**src/rtl/serial_add_ctrl.sv**
```systemverilog
// Bit-serial adder controller: one shared full adder (two half adders + OR) walks
// WIDTH bit positions LSB first. Define SERIAL_ADD_SUB_EN to add a subtract input.

module half_adder (
    input  logic i_x,
    input  logic i_y,
    output logic o_s,
    output logic o_c
);
    assign o_s = i_x ^ i_y;
    assign o_c = i_x & i_y;
endmodule

module or_gate (
    input  logic i_x,
    input  logic i_y,
    output logic o_z
);
    assign o_z = i_x | i_y;
endmodule

module serial_add_ctrl #(
    parameter int WIDTH = 8
) (
    input  logic             clk,
    input  logic             rst_n,
    input  logic             start,
    input  logic [WIDTH-1:0] a,
    input  logic [WIDTH-1:0] b,
`ifdef SERIAL_ADD_SUB_EN
    input  logic             sub,
`endif
    output logic             busy,
    output logic             done,
    output logic [WIDTH-1:0] sum,
    output logic             c_out
);
    localparam int IDX_W = (WIDTH > 2) ? $clog2(WIDTH) : 1;

    typedef enum logic [1:0] {S_IDLE, S_RUN, S_DONE} state_t;

    state_t           r_state;
    state_t           w_state_next;
    logic [WIDTH-1:0] r_a;
    logic [WIDTH-1:0] r_b;
    logic [WIDTH-1:0] r_res;
    logic [WIDTH-1:0] r_sum;
    logic             r_carry;
    logic             r_cout;
    logic [IDX_W-1:0] r_idx;

    logic w_accept;
    logic w_last;
    logic w_sub;
    logic w_s0;
    logic w_c0;
    logic w_bit;
    logic w_c1;
    logic w_cout;

`ifdef SERIAL_ADD_SUB_EN
    assign w_sub = sub;
`else
    assign w_sub = 1'b0;
`endif

    // Shared full-adder cell fed from the operand shift-register LSBs.
    half_adder u_ha0 (.i_x(r_a[0]), .i_y(r_b[0]), .o_s(w_s0), .o_c(w_c0));
    half_adder u_ha1 (.i_x(w_s0), .i_y(r_carry), .o_s(w_bit), .o_c(w_c1));
    or_gate    u_or  (.i_x(w_c0), .i_y(w_c1), .o_z(w_cout));

    assign w_accept = ((r_state == S_IDLE) || (r_state == S_DONE)) && start;
    assign w_last   = (r_state == S_RUN) && (r_idx == IDX_W'(WIDTH - 1));

    always_ff @(posedge clk or negedge rst_n) begin
        if (!rst_n) begin
            r_state <= S_IDLE;
        end else begin
            r_state <= w_state_next;
        end
    end

    always_comb begin
        w_state_next = r_state;
        case (r_state)
            S_IDLE:  w_state_next = start ? S_RUN : S_IDLE;
            S_RUN:   w_state_next = w_last ? S_DONE : S_RUN;
            S_DONE:  w_state_next = start ? S_RUN : S_IDLE;
            default: w_state_next = S_IDLE;
        endcase
    end

    always_comb begin
        busy = (r_state == S_RUN);
        done = (r_state == S_DONE);
    end

    // Subtraction is a + ~b + 1, so the carry register doubles as the +1.
    always_ff @(posedge clk or negedge rst_n) begin
        if (!rst_n) begin
            r_a     <= '0;
            r_b     <= '0;
            r_res   <= '0;
            r_sum   <= '0;
            r_carry <= 1'b0;
            r_cout  <= 1'b0;
            r_idx   <= '0;
        end else if (w_accept) begin
            r_a     <= a;
            r_b     <= w_sub ? ~b : b;
            r_carry <= w_sub;
            r_idx   <= '0;
        end else if (r_state == S_RUN) begin
            r_a     <= r_a >> 1;
            r_b     <= r_b >> 1;
            r_res   <= {w_bit, r_res[WIDTH-1:1]};
            r_carry <= w_cout;
            r_idx   <= r_idx + IDX_W'(1);
            if (w_last) begin
                r_sum  <= {w_bit, r_res[WIDTH-1:1]};
                r_cout <= w_cout;
            end
        end
    end

    assign sum   = r_sum;
    assign c_out = r_cout;

endmodule

```
**config.mk**
```make
export PLATFORM = sky130hd
export DESIGN_NAME = serial_add_ctrl
export DESIGN_NICKNAME = d
export VERILOG_FILES = /design/src/rtl/serial_add_ctrl.sv
export SDC_FILE = /design/constraint.sdc
export NUM_CORES = 1
export LEC_CHECK = 0
export CAP_MARGIN = 10
export CORE_MARGIN = 3
export CORE_UTILIZATION = 51
export DETAILED_ROUTE_END_ITERATION = 7
export HOLD_SLACK_MARGIN = 0.08
export PLACE_DENSITY = 0.74
export SLEW_MARGIN = 20
export SYNTH_ARGS = -nofsm -noshare
export SYNTH_HDL_FRONTEND = slang
export SYNTH_SLANG_ARGS = --single-unit
```
**constraint.sdc**
```tcl
create_clock -name clk -period 1.85 [get_ports clk]
set_clock_uncertainty 0.2 [all_clocks]
set_input_delay 0.185 -clock clk [delete_from_list [all_inputs] [get_ports clk]]
set_output_delay 0.185 -clock clk [all_outputs]
set_load 0.05 [all_outputs]
```
[Word level (Yosys, flattened, before mapping)]
Index checks and enable logic that the tools add are counted.
Operators by class
  multiplexer cells: 11
  reductions and logical operators: 8
  bitwise gates (word level): 6
  add/sub/neg operators: 1
  equality and inequality tests: 3
Operators by type and width (number)
  8-bit two-way mux: 4
  3-bit two-way mux: 2
  2-bit one-hot mux with 2 select lines: 1
  3-bit by 1-bit adder with 3-bit output (second input constant): 1
  3-bit equality test (second input constant): 1
  1-bit two-way mux: 3
  3-bit AND reduction: 1
  1-bit AND: 2
  2-bit by 1-bit equality test with 1-bit output (second input constant): 1
  2-bit equality test (second input constant): 1
  1-bit logical AND: 2
  2-bit zero test: 1
  2-bit two-way mux: 1
  2-bit AND reduction: 1
  2-bit nonzero test: 1
  2-bit OR reduction: 1
  1-bit XOR: 2
  1-bit logical OR: 1
  1-bit NOT: 1
  1-bit OR: 1
Word-level totals
  bits in registers: 39
  input bits: 19
  logic and storage cells: 37
  output and inout bits: 11

[Logic depth before layout (Yosys ltp)]
Gate-level depths: netlist (run 1).
  depth after elaboration: 5
  mapped depth: 5
  gate-level depth less buffers: 5

[Modules after synthesis]
From an unflattened synthesis (run 1), not the netlist that was laid out.
Unflattened totals
  cells, all modules: 132
  area total of the unflattened synthesis: 1886.8 um^2
Modules (own cells, without submodules)
  serial_add_ctrl: cells each 129, area an instance 1855.5 um^2, sequential area each 950.9 um^2, times used 1
  half_adder: cells each 1, area an instance 12.5 um^2, sequential area each 0.0 um^2, times used 2
  or_gate: cells each 1, area an instance 6.3 um^2, sequential area each 0.0 um^2, times used 1

[Worst setup path after synthesis (run 1)]
Ideal clock, no wire load.
  kind: reg2out
  from: reg r_state[1]
  to: out done
  arrival time: 1275 ps
  slack: 190 ps
  data required time: 1465 ps
  path buffers: 1
  cell stages (with the launch flop): 3
  cell sequence: dfrtp_1 > buf_2 > nor2b_1
Between the ends
  cells in the longest elaborated chain, start to end: 1
Ends and longest elaborated chain
  start: declaration: line 42  | state_t r_state;
  start signal: assignment: line 79  | r_state <= w_state_next;
  2-bit equality test: line 95  | done = (r_state == S_DONE);
  end: declaration: line 34  | output logic done,
Every way passes these cells.

[Final worst setup path (run 1)]
  from: reg r_state[0]
  to: out done
The elaborated chain is that of the path after synthesis.

==> results of run 1 <==
-- flip-flops by register name, summed over array words and instances, names as in the netlist --
signal,flops
sum,8
r_res,7
r_idx,3
r_state,2
r_carry,1
c_out,1
r_a,8
r_b,8
-- worst reg2reg max path: cells and delay by family, from the launching register on --
family / cells / cell delay [ps]
and+or+nand+nor: 1 / 190
adders and majority gates: 2 / 450
DFF: 1 / 420
muxes: 1 / 320
-- synthesized netlist by cell type --
master	n
sky130_fd_sc_hd__buf_2	9
sky130_fd_sc_hd__nand2_1	24
sky130_fd_sc_hd__nand2b_2	1
sky130_fd_sc_hd__nor2b_1	7
sky130_fd_sc_hd__mux2_4	9
sky130_fd_sc_hd__fa_1	1
sky130_fd_sc_hd__dfrtp_1	38
sky130_fd_sc_hd__ha_1	2
sky130_fd_sc_hd__mux2_2	3
sky130_fd_sc_hd__a22o_1	1
sky130_fd_sc_hd__inv_1	1
sky130_fd_sc_hd__a211oi_1	5
sky130_fd_sc_hd__o22ai_1	9
sky130_fd_sc_hd__inv_4	1
sky130_fd_sc_hd__nand2_4	1
sky130_fd_sc_hd__mux2i_1	6
sky130_fd_sc_hd__nor3_1	9
sky130_fd_sc_hd__nand3_1	2
sky130_fd_sc_hd__a21oi_1	5
sky130_fd_sc_hd__nor2_1	10
sky130_fd_sc_hd__o21ai_0	6
sky130_fd_sc_hd__nand2b_1	4
-- area by class of cell --
| type | instances | area (um2) |
|---|---|---|
| timing repair buffer | 36 | 350 |
| clock inverter | 1 | 30.0 |
| fill | 235 | 983 |
| sequential | 38 | 951 |
| tap | 44 | 55.1 |
| multi-input combinational | 105 | 703 |
| clock buffer | 7 | 45.0 |
| inverter | 2 | 10.0 |
-- kinds of logic after synthesis --
logic type      after synthesis  synth area share, %
simple gates                 58                 15.9
buf+inv                      11                 3.22
mux                          18                 13.4
compound gates               26                 9.22
fa+ha+maj                     3                 2.64
flops                        38                 55.6
-- power by group through the flow --
stage	combinational, W	sequential (W)	clock [W]
after floorplan	0.00105	0.00176	0
after global placement	0.00178	0.00148	0
after detailed placement	0.00187	0.00151	0
after CTS	0.00188	0.00149	0.000554
after global routing	0.00205	0.00154	0.000594
final	0.00187	0.00149	0.000540
-- timing repair --
item	CTS	global route
hold buffers	1	0
endpoints found under the hold margin	38	0
gates resized for setup	0	0
-- metal layers --
| layer | routed length (um) | vias up |
|---|---|---|
| li1 | - | 598 |
| met1 | 1540 | 596 |
| met2 | 1650 | 35 |
| met3 | 169 | 5 |
| met4 | 35 | 0 |
| met5 | 0 | - |
-- metrics by stage --
step                total power (W)  util, %
floorplan                   0.00282        -
global placement            0.00326     65.8
detailed placement          0.00338     65.8
CTS                         0.00393     68.6
global route                0.00418     68.6
finish                      0.00390     68.6
-- final timing paths --
kind	start	cells past startpoint	endpoint
worst min-delay path	rst_n	3	r_res[2]
worst min register to register	r_res[6]	2	r_res[5]
min in group clk	a[5]	3	r_a[5]
worst max-delay path	r_state[0]	3	done
max in group asynchronous	rst_n	3	r_b[5]
worst max register to register	r_idx[0]	4	sum[6]
==> metrics.md, run 1 <==
| Metric | Value |
|---|---|
| Outcome | complete, no violations |
| Number of H-tree levels | 2 |
| Critical Path Start Type | flip-flop |
| Vias in the first global route | 1262 |
| Worst hold margin | 144 ps |
| # placed instances | 224 |
| Core Footprint | 3130 um2 |
| Filler-free cell count of the finished design | 233 |
| Largest net degree at the start of global routing | 39 |
| Clock slew seen by the registers of the worst setup and hold paths | 110 ps |
| Worst-case clock buffer depth | 2 |
| Switching share of power | 40.7% |
| Fmax | 589 MHz |
| Clock tree root buffer cell | sky130_fd_sc_hd__clkbuf_4 |
| Count of cell types in the netlist | 22 |
| Switch Pwr | 0.00159 W |
| Worst EP required | 1460 ps |
| RSZ-0062 raised after global routing | false |
| Arrival time worst endpoint | 1310 ps |
| Global routing usage on met1 | 23.7% |
| Standby leakage power | 0.990 nW |
| Via Count | 1234 |
| Port Buffer Count | 29 |
| Clock tree from TritonCTS | done |
| Ratio of cells with drive above 1 in the final layout | 20.6% |
| Diode count | 0 |
| TritonCTS sink count | 38 |
| Max-cap violations | 0 |
| Count of yosys warnings during synthesis | 0 |
| Kind of cell adding the most delay to the critical path | flip-flops |
| Most heavily used metal layer in global routing | met2 |
| Flip-flop and latch count after synthesis | 38 |
| Number of setup buffers added after CTS | 0 |
| Number of remaining DRC errors | 0 |
| Worst Path Buf+Inv | 2 |
| Chip height | 63.9 um |
| Sequential cell fraction of total power | 38.3% |
| Cell Area, Placed | 2060 um2 |
| Antenna violations before repair | 0 |
| Slew headroom | 71.5% |
| Power per Cell Area | 1820 nW/um2 |
| Flop2flop setup slack | 160 ps |
| Count of endpoints failing hold in the final timing report | 0 |
| VDD IR max | 737 uV |
| Class of the worst hold path | in2async |
| Remaining Overflow, GRT | 0 |
| Area fraction of the dominant cell type after synthesis | 55.6% |
| Final worst setup slack | 153 ps |
| Clock buffer count from CTS | 5 |
| Area growth syn-to-layout | 25.5% |
| Design internal power | 0.00231 W |
| Count of pins over their slew limit | 0 |
| Largest fanout of any net on the critical path | 21 |
| Initial core utilization | 54.6% |
| Width of the die | 63.9 um |
| Critical-path cell with the highest stage delay | sky130_fd_sc_hd__dfrtp_1 |
| Sequential element share of the synthesized area | 55.6% |
| Post-route cell area | 2140 um2 |
| Most frequent standard cell in the layout excluding fill and tap cells | sky130_fd_sc_hd__dfrtp_1 |
| Critical path cell sequence | buf_4 -> nor2b_1 -> buf_12 |
| Delay of the slowest cell on the worst path | 400 ps |
| Synthesized instance count | 154 |
| GPL Wtd Cong | 0.794 |
| Post-synthesis average cell area | 11.1 um2 |
| Clock power share | 13.8% |
| Shortest period the worst path allows | 1700 ps |
| Detailed Route Iter0 Violations | 46 |
| Met2 demand-to-capacity share in global routing | 30.3% |
| Biggest area consumer among synthesized cells | sky130_fd_sc_hd__dfrtp_1 |
| Clk Latency, worst-skew pair | 330 ps |
| Worst setup timing slack at the placement stage | 136 ps |
| Hpwl dp | 2.41 mm |
| Post-detailed-route wirelength per cell | 14.5 um |
| Kind of capture point of the worst setup path | output pin |
| Commonest cells after routing, fill and taps aside | sky130_fd_sc_hd__dfrtp_1, sky130_fd_sc_hd__nand2_1, sky130_fd_sc_hd__clkdlybuf4s50_1 |
| Router iterations before antenna repair | 4 |
| Total standard cell area after synthesis | 1710 um2 |
| Syn nets | 176 |
| Least-Margin Pin Slew | 428 ps |
| Total of endpoints with negative setup slack in the final report | 0 |
| Net count of the finished layout | 210 |
| Average via count per standard cell | 5.30 |
| Critical path class | reg2out |
| Wire length of the first global-routing pass | 5.85 mm |
| Total wire length after detailed routing | 3.39 mm |
| Total negative setup slack | 0 ps |
| Ranking of synthesized cells by area | sky130_fd_sc_hd__dfrtp_1, sky130_fd_sc_hd__mux2_4, sky130_fd_sc_hd__nand2_1 |
| Logic pwr share | 47.9% |
| Final period util | 91.7% |
| Row cnt | 20 |
| Overall global routing resource usage | 18.4% |
| Count of nets left with antenna violations after detail routing | 0 |
| Die area | 4080 um2 |
| Routing usage on met3 | 4.22% |
| Number of top-level pins | 30 |
Note: power is estimated with default switching activity, not from simulation.
==> run 2: changes to the inputs <==
Settings changed: SLEW_MARGIN 20 to 10.
==> results of run 2 <==
Final layout, timing and power as in run 1 (identical DEF).
